[config.mk]
export PLATFORM = sky130hd
export DESIGN_NAME = fifo_byte_reader_flat
export DESIGN_NICKNAME = d
export VERILOG_FILES = /design/src/rtl/fifo_pkg.sv /design/src/rtl/fifo_byte_reader_if.sv /design/src/rtl/fifo_byte_reader.sv /design/src/flat_wrapper.sv
export SDC_FILE = /design/constraint.sdc
export NUM_CORES = 1
export LEC_CHECK = 0
export BUFFER_PORTS_ARGS = -buffer_cell sky130_fd_sc_hd__buf_2
export CAP_MARGIN = 20
export CORE_MARGIN = 5
export CORE_UTILIZATION = 30
export CTS_BUF_LIST = sky130_fd_sc_hd__clkbuf_8
export CTS_CLUSTER_SIZE = 12
export DETAILED_ROUTE_END_ITERATION = 8
export SLEW_MARGIN = 40
export SYNTH_ARGS = -nofsm -noshare
export SYNTH_HDL_FRONTEND = slang
export SYNTH_SLANG_ARGS = --single-unit
[constraint.sdc]
create_clock -name clk -period 2.3 [get_ports clk]
set_clock_uncertainty 0.2 [all_clocks]
set_input_delay 0 -clock clk [delete_from_list [all_inputs] [get_ports clk]]
set_output_delay 0 -clock clk [all_outputs]
set_load 0.03 [all_outputs]
[src/rtl/fifo_pkg.sv]
// -----------------------------------------------------------------------------
// fifo_pkg
// Shared definitions for the FIFO byte reader:
//   DataWidthDefault - default FIFO word width in bits
//   bytes_per_word() - bytes emitted per popped word
//   byte_idx_width() - width of the byte index register (never below 1 bit)
//   state_t          - reader state: IDLE (no word held) / SEND (bytes pending)
// -----------------------------------------------------------------------------
package fifo_pkg;

  localparam int DataWidthDefault = 32;

  function automatic int bytes_per_word(input int data_width);
    return data_width / 8;
  endfunction

  // A one-byte word still needs a (constant-zero) index register.
  function automatic int byte_idx_width(input int bytes);
    return (bytes > 1) ? $clog2(bytes) : 1;
  endfunction

  typedef enum logic {
    IDLE = 1'b0,
    SEND = 1'b1
  } state_t;

endpackage

[src/rtl/fifo_byte_reader_if.sv]
// -----------------------------------------------------------------------------
// fifo_byte_reader_if
// Bundles the FIFO read side and the byte stream side of the reader.
//   empty     - FIFO empty flag (from FIFO)
//   readData  - FIFO head word, first-word-fall-through (from FIFO)
//   readEn    - FIFO pop strobe (from reader)
//   outValid  - output byte valid (from reader)
//   outReady  - downstream accepts byte (from sink)
//   outData   - current output byte (from reader)
//   outLast   - final byte of the current word (from reader)
//   wordCnt   - words popped, modulo 2^16 (from reader)
// Modports: master = the reader itself, slave = its environment.
// -----------------------------------------------------------------------------
interface fifo_byte_reader_if
  import fifo_pkg::*;
#(
  parameter int DataWidth = DataWidthDefault
);

  logic                 empty;
  logic [DataWidth-1:0] readData;
  logic                 readEn;
  logic                 outValid;
  logic                 outReady;
  logic [7:0]           outData;
  logic                 outLast;
  logic [15:0]          wordCnt;

  modport master (
    input  empty,
    input  readData,
    input  outReady,
    output readEn,
    output outValid,
    output outData,
    output outLast,
    output wordCnt
  );

  modport slave (
    output empty,
    output readData,
    output outReady,
    input  readEn,
    input  outValid,
    input  outData,
    input  outLast,
    input  wordCnt
  );

endinterface

[src/rtl/fifo_byte_reader.sv]
// -----------------------------------------------------------------------------
// fifo_byte_reader
// Pops words from a first-word-fall-through FIFO and streams them out one byte
// per handshake, least-significant byte first. A new word is popped in the
// same cycle as the last-byte handshake when the FIFO is not empty, so with
// outReady held high the stream runs at one byte per cycle with no bubbles.
// Ports:
//   clk - sole clock, rising edge
//   rst - asynchronous, active-high reset; drops any partially sent word
//   bus - fifo_byte_reader_if.master (FIFO read side + byte stream + wordCnt)
// -----------------------------------------------------------------------------
module fifo_byte_reader
  import fifo_pkg::*;
#(
  parameter int DataWidth    = DataWidthDefault,
  parameter int BytesPerWord = bytes_per_word(DataWidth)
) (
  input  logic                clk,
  input  logic                rst,
  fifo_byte_reader_if.master  bus
);

  localparam int              IdxW    = byte_idx_width(BytesPerWord);
  localparam logic [IdxW-1:0] LastIdx = IdxW'(BytesPerWord - 1);

  state_t               r_state;
  state_t               w_state_next;
  logic [IdxW-1:0]      r_byte_idx;
  logic [IdxW-1:0]      w_byte_idx_next;
  logic [DataWidth-1:0] r_hold;
  logic [DataWidth-1:0] w_hold_next;
  logic [15:0]          r_word_cnt;
  logic [15:0]          w_word_cnt_next;

  logic w_out_valid;
  logic w_last;
  logic w_handshake;
  logic w_pop;

  assign w_out_valid = (r_state == SEND);
  assign w_last      = w_out_valid && (r_byte_idx == LastIdx);
  assign w_handshake = w_out_valid && bus.outReady;

  // Pop when nothing is held, or when the last byte is leaving this cycle.
  // rst gates the strobe combinationally so the FIFO is never popped while
  // the reader is held in reset.
  assign w_pop = !rst && !bus.empty &&
                 ((r_state == IDLE) || (w_handshake && w_last));

  // Next-state / datapath process
  always_comb begin
    w_state_next    = r_state;
    w_byte_idx_next = r_byte_idx;
    w_hold_next     = r_hold;
    w_word_cnt_next = r_word_cnt;

    if (w_pop) begin
      // Covers both the fill from IDLE and the back-to-back refill.
      w_state_next    = SEND;
      w_byte_idx_next = '0;
      w_hold_next     = bus.readData;
      w_word_cnt_next = r_word_cnt + 16'd1;
    end else if (w_handshake) begin
      if (w_last) begin
        w_state_next    = IDLE;
        w_byte_idx_next = '0;
      end else begin
        w_byte_idx_next = r_byte_idx + IdxW'(1);
      end
    end
  end

  // State register process
  always_ff @(posedge clk or posedge rst) begin
    if (rst) begin
      r_state    <= IDLE;
      r_byte_idx <= '0;
      r_hold     <= '0;
      r_word_cnt <= '0;
    end else begin
      r_state    <= w_state_next;
      r_byte_idx <= w_byte_idx_next;
      r_hold     <= w_hold_next;
      r_word_cnt <= w_word_cnt_next;
    end
  end

  // Byte select straight off the hold register. A one-byte word has nothing
  // to select, so it bypasses the part-select.
  generate
    if (BytesPerWord == 1) begin : g_single_byte
      assign bus.outData = r_hold[7:0];
    end else begin : g_multi_byte
      assign bus.outData = r_hold[{r_byte_idx, 3'b000} +: 8];
    end
  endgenerate

  assign bus.readEn   = w_pop;
  assign bus.outValid = w_out_valid;
  assign bus.outLast  = w_last;
  assign bus.wordCnt  = r_word_cnt;

endmodule

[src/flat_wrapper.sv]
// flat-port wrapper written by rule: the top's interface ports become plain ports
module fifo_byte_reader_flat import fifo_pkg::*;
#(
  parameter int DataWidth    = DataWidthDefault,
  parameter int BytesPerWord = bytes_per_word(DataWidth)
)
  (clk, rst, bus_empty, bus_readData, bus_outReady, bus_readEn, bus_outValid, bus_outData, bus_outLast, bus_wordCnt);
  fifo_byte_reader_if #(.DataWidth(DataWidth)) bus_i ();
  input  logic clk;
  input  logic rst;
  input wire logic [$bits(bus_i.empty)-1:0] bus_empty;
  input wire logic [$bits(bus_i.readData)-1:0] bus_readData;
  input wire logic [$bits(bus_i.outReady)-1:0] bus_outReady;
  output wire logic [$bits(bus_i.readEn)-1:0] bus_readEn;
  output wire logic [$bits(bus_i.outValid)-1:0] bus_outValid;
  output wire logic [$bits(bus_i.outData)-1:0] bus_outData;
  output wire logic [$bits(bus_i.outLast)-1:0] bus_outLast;
  output wire logic [$bits(bus_i.wordCnt)-1:0] bus_wordCnt;
  assign bus_i.empty = bus_empty;
  assign bus_i.readData = bus_readData;
  assign bus_i.outReady = bus_outReady;
  assign bus_readEn = bus_i.readEn;
  assign bus_outValid = bus_i.outValid;
  assign bus_outData = bus_i.outData;
  assign bus_outLast = bus_i.outLast;
  assign bus_wordCnt = bus_i.wordCnt;
  fifo_byte_reader #(.DataWidth(DataWidth), .BytesPerWord(BytesPerWord)) u_core (.clk(clk), .rst(rst), .bus(bus_i));
endmodule
==> run summary, run 1 <==
Status -> finished, final reports clean
FMAX -> 524 MHz
Yosys top cell area share -> 0.543
Final Hold Viols -> 0
Synth Instances -> 148
Final antenna diode count -> 0
Vias in the first global route -> 1667
Routed wire length -> 5050 um
CTS tree -> yes
Most common cell in the netlist -> dfrtp_1
DR WL/cell -> 14.3 um
Ys Warns -> 0
TNS Setup -> 0 ps
Register area share after synthesis -> 0.543
Clock transition at path regs -> 90 ps
Net count after synthesis -> 186
DR iter-0 viols -> 40
CTS Buf Count -> 5
Routed Antenna Nets -> 0
Syn avg cell area -> 15.9 um2
Maximum vdd drop -> 0.734 mV
Startpoint types -> register
GR Util All Layers -> 0.108
Clock sink count -> 51
Crit Path Class -> register to output port
Global route overflow -> 0
Drt drc -> 0
Dominant cells by area after synthesis -> dfrtp_1, mux2_4, mux4_2
Synth Area in Compound Gates -> 0.0240
Die X -> 98.5 um
Simple-gate share of the synthesized area -> 0.0777
DR pass1 iterations -> 4
HP Class -> input pin to async pin
Max incr delay on CP -> 360 ps
Reg2reg start -> u_core.r_byte_idx[0]
First-pass GRT wire length -> 8380 um
Die Span Y -> 98.5 um
Via count -> 1589
Placed cell count -> 311
Post-CTS resize count -> 0
RR Endpoint -> u_core.bus.outValid
Clk_lat worst skew -> 300 ps
Number of setup buffers added after CTS -> 0
Reg2Reg Setup Slack -> 450 ps
Layout area overhead -> 38.9%
FFs w/ async S/R, synth -> 1.00
Port Buf Inserts -> 62
Tightest Pin Transition -> 503 ps
Post-synth EDFFs -> 0
Max Cap Viol -> 0
Fin cells -> 354
R2R cell count -> 4
Leak -> 1.51 nW
Mux cell area share after synthesis -> 0.267
RSZ-0062 raised after global routing -> no
Root buf cell -> clkbuf_8
Crit-path slowest cell -> dfrtp_1
Post-Syn Area -> 2350 um2
Final nets -> 290
Crit path time final -> 1910 ps
Distinct cells, synth -> 26
# IOs -> 63
Cell row count -> 32
CTS Buffer Depth -> 2
Final worst-path cycle share -> 0.830
CP arrival -> 1710 ps
Crit Path Max Fanout -> 38
Synth cell count leaders -> dfrtp_1, mux2_4, mux2_2, xnor2_1, mux4_2
Core footprint -> 7690 um2
Largest net degree at the start of global routing -> 39
Yosys reg bits -> 51
Crit-path cells -> ha_1 > a21boi_4 > nor3_4 > buf_12 > buf_2
Crit end category -> output port
Filler instances -> 737
Final HPWL DP -> 3530 um
Synth Area in XOR/XNOR -> 0.0559
# setup viols final -> 0
H-tree levels -> 2
Max Slew Vio Count -> 0
Placer Congestion -> 0.706
Initial antenna violation count -> 0
Die Area -> 9700 um2
Max_slew headroom -> 0.664
Cell accounting for the most synthesized area -> dfrtp_1
Share of cells above drive strength 1 -> 0.480
Via density -> 4.49
Initial core utilization -> 0.306
Dominant synthesized flop cell -> dfrtp_1
Main combinational cell family by area after synthesis -> multiplexers
Pwr/cell area -> 1150 nW/um2
Post-Synth Adder-Cell Area -> 0.0106
Critical Path RT -> 2100 ps
-- routing by layer --
layer	track usage	up-vias	routed length [um]	part of all wire
li1	-	748	-	-
met1	0.149	792	2330	0.46
met2	0.171	47	2360	0.47
met3	0.0326	2	349	0.069
met4	0.0189	0	10	0.0020
met5	0	-	0	0
-- timing repair --
action                                  4_1_cts  5_1_grt
endpoints found under the setup margin        0        0
hold buffers                                 36        0
hold endpoints to repair                     57        0
-- logic make-up (layout without fill, tap and decap cells) --
kind of cell,count (synthesis),after routing
flops,51,51
mux,41,41
simple gates,26,26
xor+xnor,15,15
buf+inv,7,111
compound gates,6,6
fa+ha+maj,2,2
-- registers in the layout (all words and copies together), names as in the netlist --
name                 count
u_core.bus.wordCnt      16
u_core.r_hold           32
u_core.bus.outValid      1
u_core.r_byte_idx        2
-- how the worst max path moves through the flow --
stage / startpoint / to / slack [ps] / depth (start not counted)
floorplan: u_core.bus.outValid / u_core.r_hold[0] / 430 / 4
global placement: u_core.r_byte_idx[0] / u_core.r_hold[30] / 500 / 5
detailed placement: u_core.r_byte_idx[0] / u_core.r_hold[4] / 470 / 5
CTS: u_core.r_byte_idx[0] / bus_readEn / 360 / 5
global route: u_core.r_byte_idx[0] / bus_readEn / 280 / 5
finish: u_core.r_byte_idx[0] / bus_readEn / 390 / 5
-- metrics by stage --
stage / utilization / hold slack (ps) / total power (W) / setup slack (ps) / area [um2]
2_1_floorplan: - / -115 / 0.00269 / 425 / 2350
3_3_place_gp: 0.364 / -61.4 / 0.00309 / 496 / 2800
3_5_place_dp: 0.364 / -58.9 / 0.00312 / 468 / 2800
4_1_cts: 0.424 / 182 / 0.00380 / 364 / 3260
5_1_grt: 0.424 / 228 / 0.00397 / 278 / 3260
6_report: 0.424 / 164 / 0.00374 / 391 / 3260
-- report_power, final --
part | leakage (nW) | switching [W] | internal [W]
registers | 0.638 | 0.000228 | 0.00124
logic | 0.823 | 0.000809 | 0.000856
clock network | 0.0502 | 0.000290 | 0.000318
-- layout make-up --
type	count	area, um2	area share
flip-flops and latches	51	1280	0.391
multi-input cells	90	1030	0.315
repair buffers	103	721	0.221
well taps	102	128	0.0391
clock buffers	5	68.8	0.0211
clock inverters	2	37.5	0.0115
inverters	1	3.75	0.00115
-- placed cells by master (no fill, tap or decap), types with 4 or more instances in the layout --
cell type	netlist	routed
mux2_4	20	20
mux4_2	8	8
nand3_1	6	6
dfrtp_1	51	51
dlygate4sd3_1	0	36
mux2_2	13	13
nand2_1	6	6
nand4_1	5	5
buf_4	0	4
xnor2_1	13	13
buf_2	2	62
clkbuf_8	0	5
-- critical path, delay by kind of cell (launching register included) --
family | cells | cell delay [ps]
buffers and inverters | 2 | 520
DFF | 1 | 360
adders and majority gates | 1 | 240
and+or+nand+nor | 1 | 160
AOI/OAI and AO/OA | 1 | 110
Power figures use the tool's default switching activity.
==> run 2: changes to the inputs <==
ABC_AREA = 1   (was default)
clock period = 1.9 ns   (was 2.3 ns; I/O delays follow)
==> run summary, run 2 <==
Routed wire length -> 6370 um
Leak -> 1.76 nW
Area of the multi-input gates -> 1050 um2
Flip-flop count of the largest register after layout -> 32
Crit-path cells -> buf_4 > inv_1 > buf_6 > o21ai_0 > o22ai_1 > buf_4
Root buf cell -> clkbuf_8
CTS tree -> yes
Final antenna diode count -> 0
Synth cell count leaders -> nand2_1, dfrtp_1, nor2_1, o21ai_0, inv_1
Die Span Y -> 100 um
Crit path time final -> 1800 ps
Final worst slack -> 100 ps
Cell row count -> 33
Fin cells -> 512
Max incr delay on CP -> 390 ps
Cell accounting for the most synthesized area -> dfrtp_1
CP arrival -> 1600 ps
DR pass1 iterations -> 4
TNS Setup -> 0 ps
Crit path max-delay family -> buffers and inverters
Post-Syn Area -> 2450 um2
Vias in the first global route -> 2253
Filler instances -> 851
Crit Path Max Fanout -> 17
Most flops, register -> u_core.r_hold
Post-synth EDFFs -> 0
Yosys reg bits -> 51
# IOs -> 63
Maximum vdd drop -> 0.348 mV
Layout area overhead -> 37.5%
Syn avg cell area -> 8.08 um2
Clock transition at path regs -> 90 ps
Critical Path RT -> 1700 ps
Max_slew headroom -> 0.692
Crit. Startpoint -> u_core.r_byte_idx[0]
Dominant cells by area after synthesis -> dfrtp_1, nand2_1, o21ai_0
Global route overflow -> 0
Synth Instances -> 304
Distinct cells, synth -> 22
Reg2reg start -> u_core.r_byte_idx[0]
Final nets -> 444
Worst Hold Slack -> 128 ps
Crit Path Class -> register to output port
Net count after synthesis -> 342
Number of setup buffers added after CTS -> 0
Most common cell after layout, fill and taps aside -> nand2_1
Initial core utilization -> 0.303
Core footprint -> 8090 um2
Dominant synthesized flop cell -> dfrtp_1
Port Buf Inserts -> 62
Buf/Inv on CP -> 4
Status -> finished, final reports clean
FFs w/ async S/R, synth -> 1.00
DR WL/cell -> 12.4 um
Final worst-path cycle share -> 0.947
Share of cells above drive strength 1 -> 0.226
Via count -> 2263
Most frequent cells in the layout -> nand2_1, buf_2, dfrtp_1
Max Slew Vio Count -> 0
Most frequent CP cell -> buf_4
Startpoint types -> register
DR iter-0 viols -> 103
Register area share after synthesis -> 0.520
HP Class -> input pin to async pin
Placer Congestion -> 0.806
First-pass GRT wire length -> 10800 um
FMAX -> 556 MHz
Die X -> 100 um
Most common cell in the netlist -> nand2_1
Crit-path slowest cell -> dfrtp_1
Yosys top cell area share -> 0.520
Crit end category -> output port
Max Cap Viol -> 0
Die Area -> 10100 um2
Register cell area after layout -> 1280 um2
Clk_lat worst skew -> 300 ps
Largest net degree at the start of global routing -> 36
CTS Buf Count -> 5
H-tree levels -> 2
Via density -> 4.42
Ys Warns -> 0
RSZ-0062 raised after global routing -> no
Final HPWL DP -> 4640 um
Placed cell count -> 469
Tightest Pin Transition -> 462 ps
Clock sink count -> 51
Drt drc -> 0
Pwr/cell area -> 1280 nW/um2
Final Hold Viols -> 0
Initial antenna violation count -> 0
GR Util All Layers -> 0.134
Routed Antenna Nets -> 0
CTS Buffer Depth -> 2
# setup viols final -> 0
Pre-CTS setup slack -> 207 ps
[run 2: area by class of cell]
| class | instances | share of cell area |
|---|---|---|
| clock buffers | 6 | 0.0245 |
| clock inverters | 2 | 0.00371 |
| inverters | 15 | 0.0185 |
| multi-input cells | 228 | 0.310 |
| flip-flops and latches | 51 | 0.378 |
| well taps | 105 | 0.0389 |
| repair buffers | 105 | 0.226 |
[run 2: cell families (layout without fill, tap and decap cells)]
| family | count (synthesis) | count (layout) | synth area share |
|---|---|---|---|
| AND/OR/NAND/NOR | 192 | 192 | 0.332 |
| flip-flops | 51 | 51 | 0.520 |
| AO/OA/AOI/OAI | 27 | 27 | 0.0591 |
| buffers and inverters | 25 | 128 | 0.0535 |
| XOR/XNOR | 7 | 7 | 0.0250 |
| adder cells (fa/ha/maj) | 2 | 2 | 0.0102 |
[run 2: final timing paths]
path	end	cells after the start	slack (ps)
worst max-delay path	bus_outData[5]	6	100
worst min-delay path	u_core.bus.wordCnt[8]	3	130
worst max register to register	u_core.bus.wordCnt[15]	8	250
worst min register to register	u_core.r_hold[12]	2	280
max in group asynchronous	u_core.r_hold[30]	4	780
min in group clk	u_core.r_hold[8]	4	220
[run 2: what timing repair did]
action / in CTS / in global routing
hold buffers: 35 / 0
setup endpoints to repair: 0 / 9
resized for setup: 0 / 13
endpoints found under the hold margin: 92 / 0
[run 2: worst register-to-register path, cell delays in order (launching register included)]
cell and delay, ps:
dfrtp_1 390, ha_1 220, nand2_1 70, nand2_2 90, nand2_4 160, inv_4 90, buf_12 170, nand3b_1 100
nand2_1 50
[run 2: metrics by stage]
step                cell area, um2  utilization  total power, W
finish                        3370        0.417         0.00432
global route                  3370        0.417         0.00466
CTS                           3350        0.414         0.00429
detailed placement            2910        0.359         0.00358
global placement              2910        0.359         0.00356
floorplan                     2450            -         0.00300
[run 2: where the power goes]
group	internal [W]	switching, W
sequential	0.00148	0.000249
clock	0.000294	0.000345
combinational	0.000717	0.00124
[run 2: layer usage]
metal  vias to the layer above  track usage  part of all wire
met2                        48        0.207              0.46
met3                        16       0.0284             0.038
met5                         -            0                 0
met4                         0       0.0591             0.032
met1                      1040        0.182              0.47
li1                       1159            -                 -
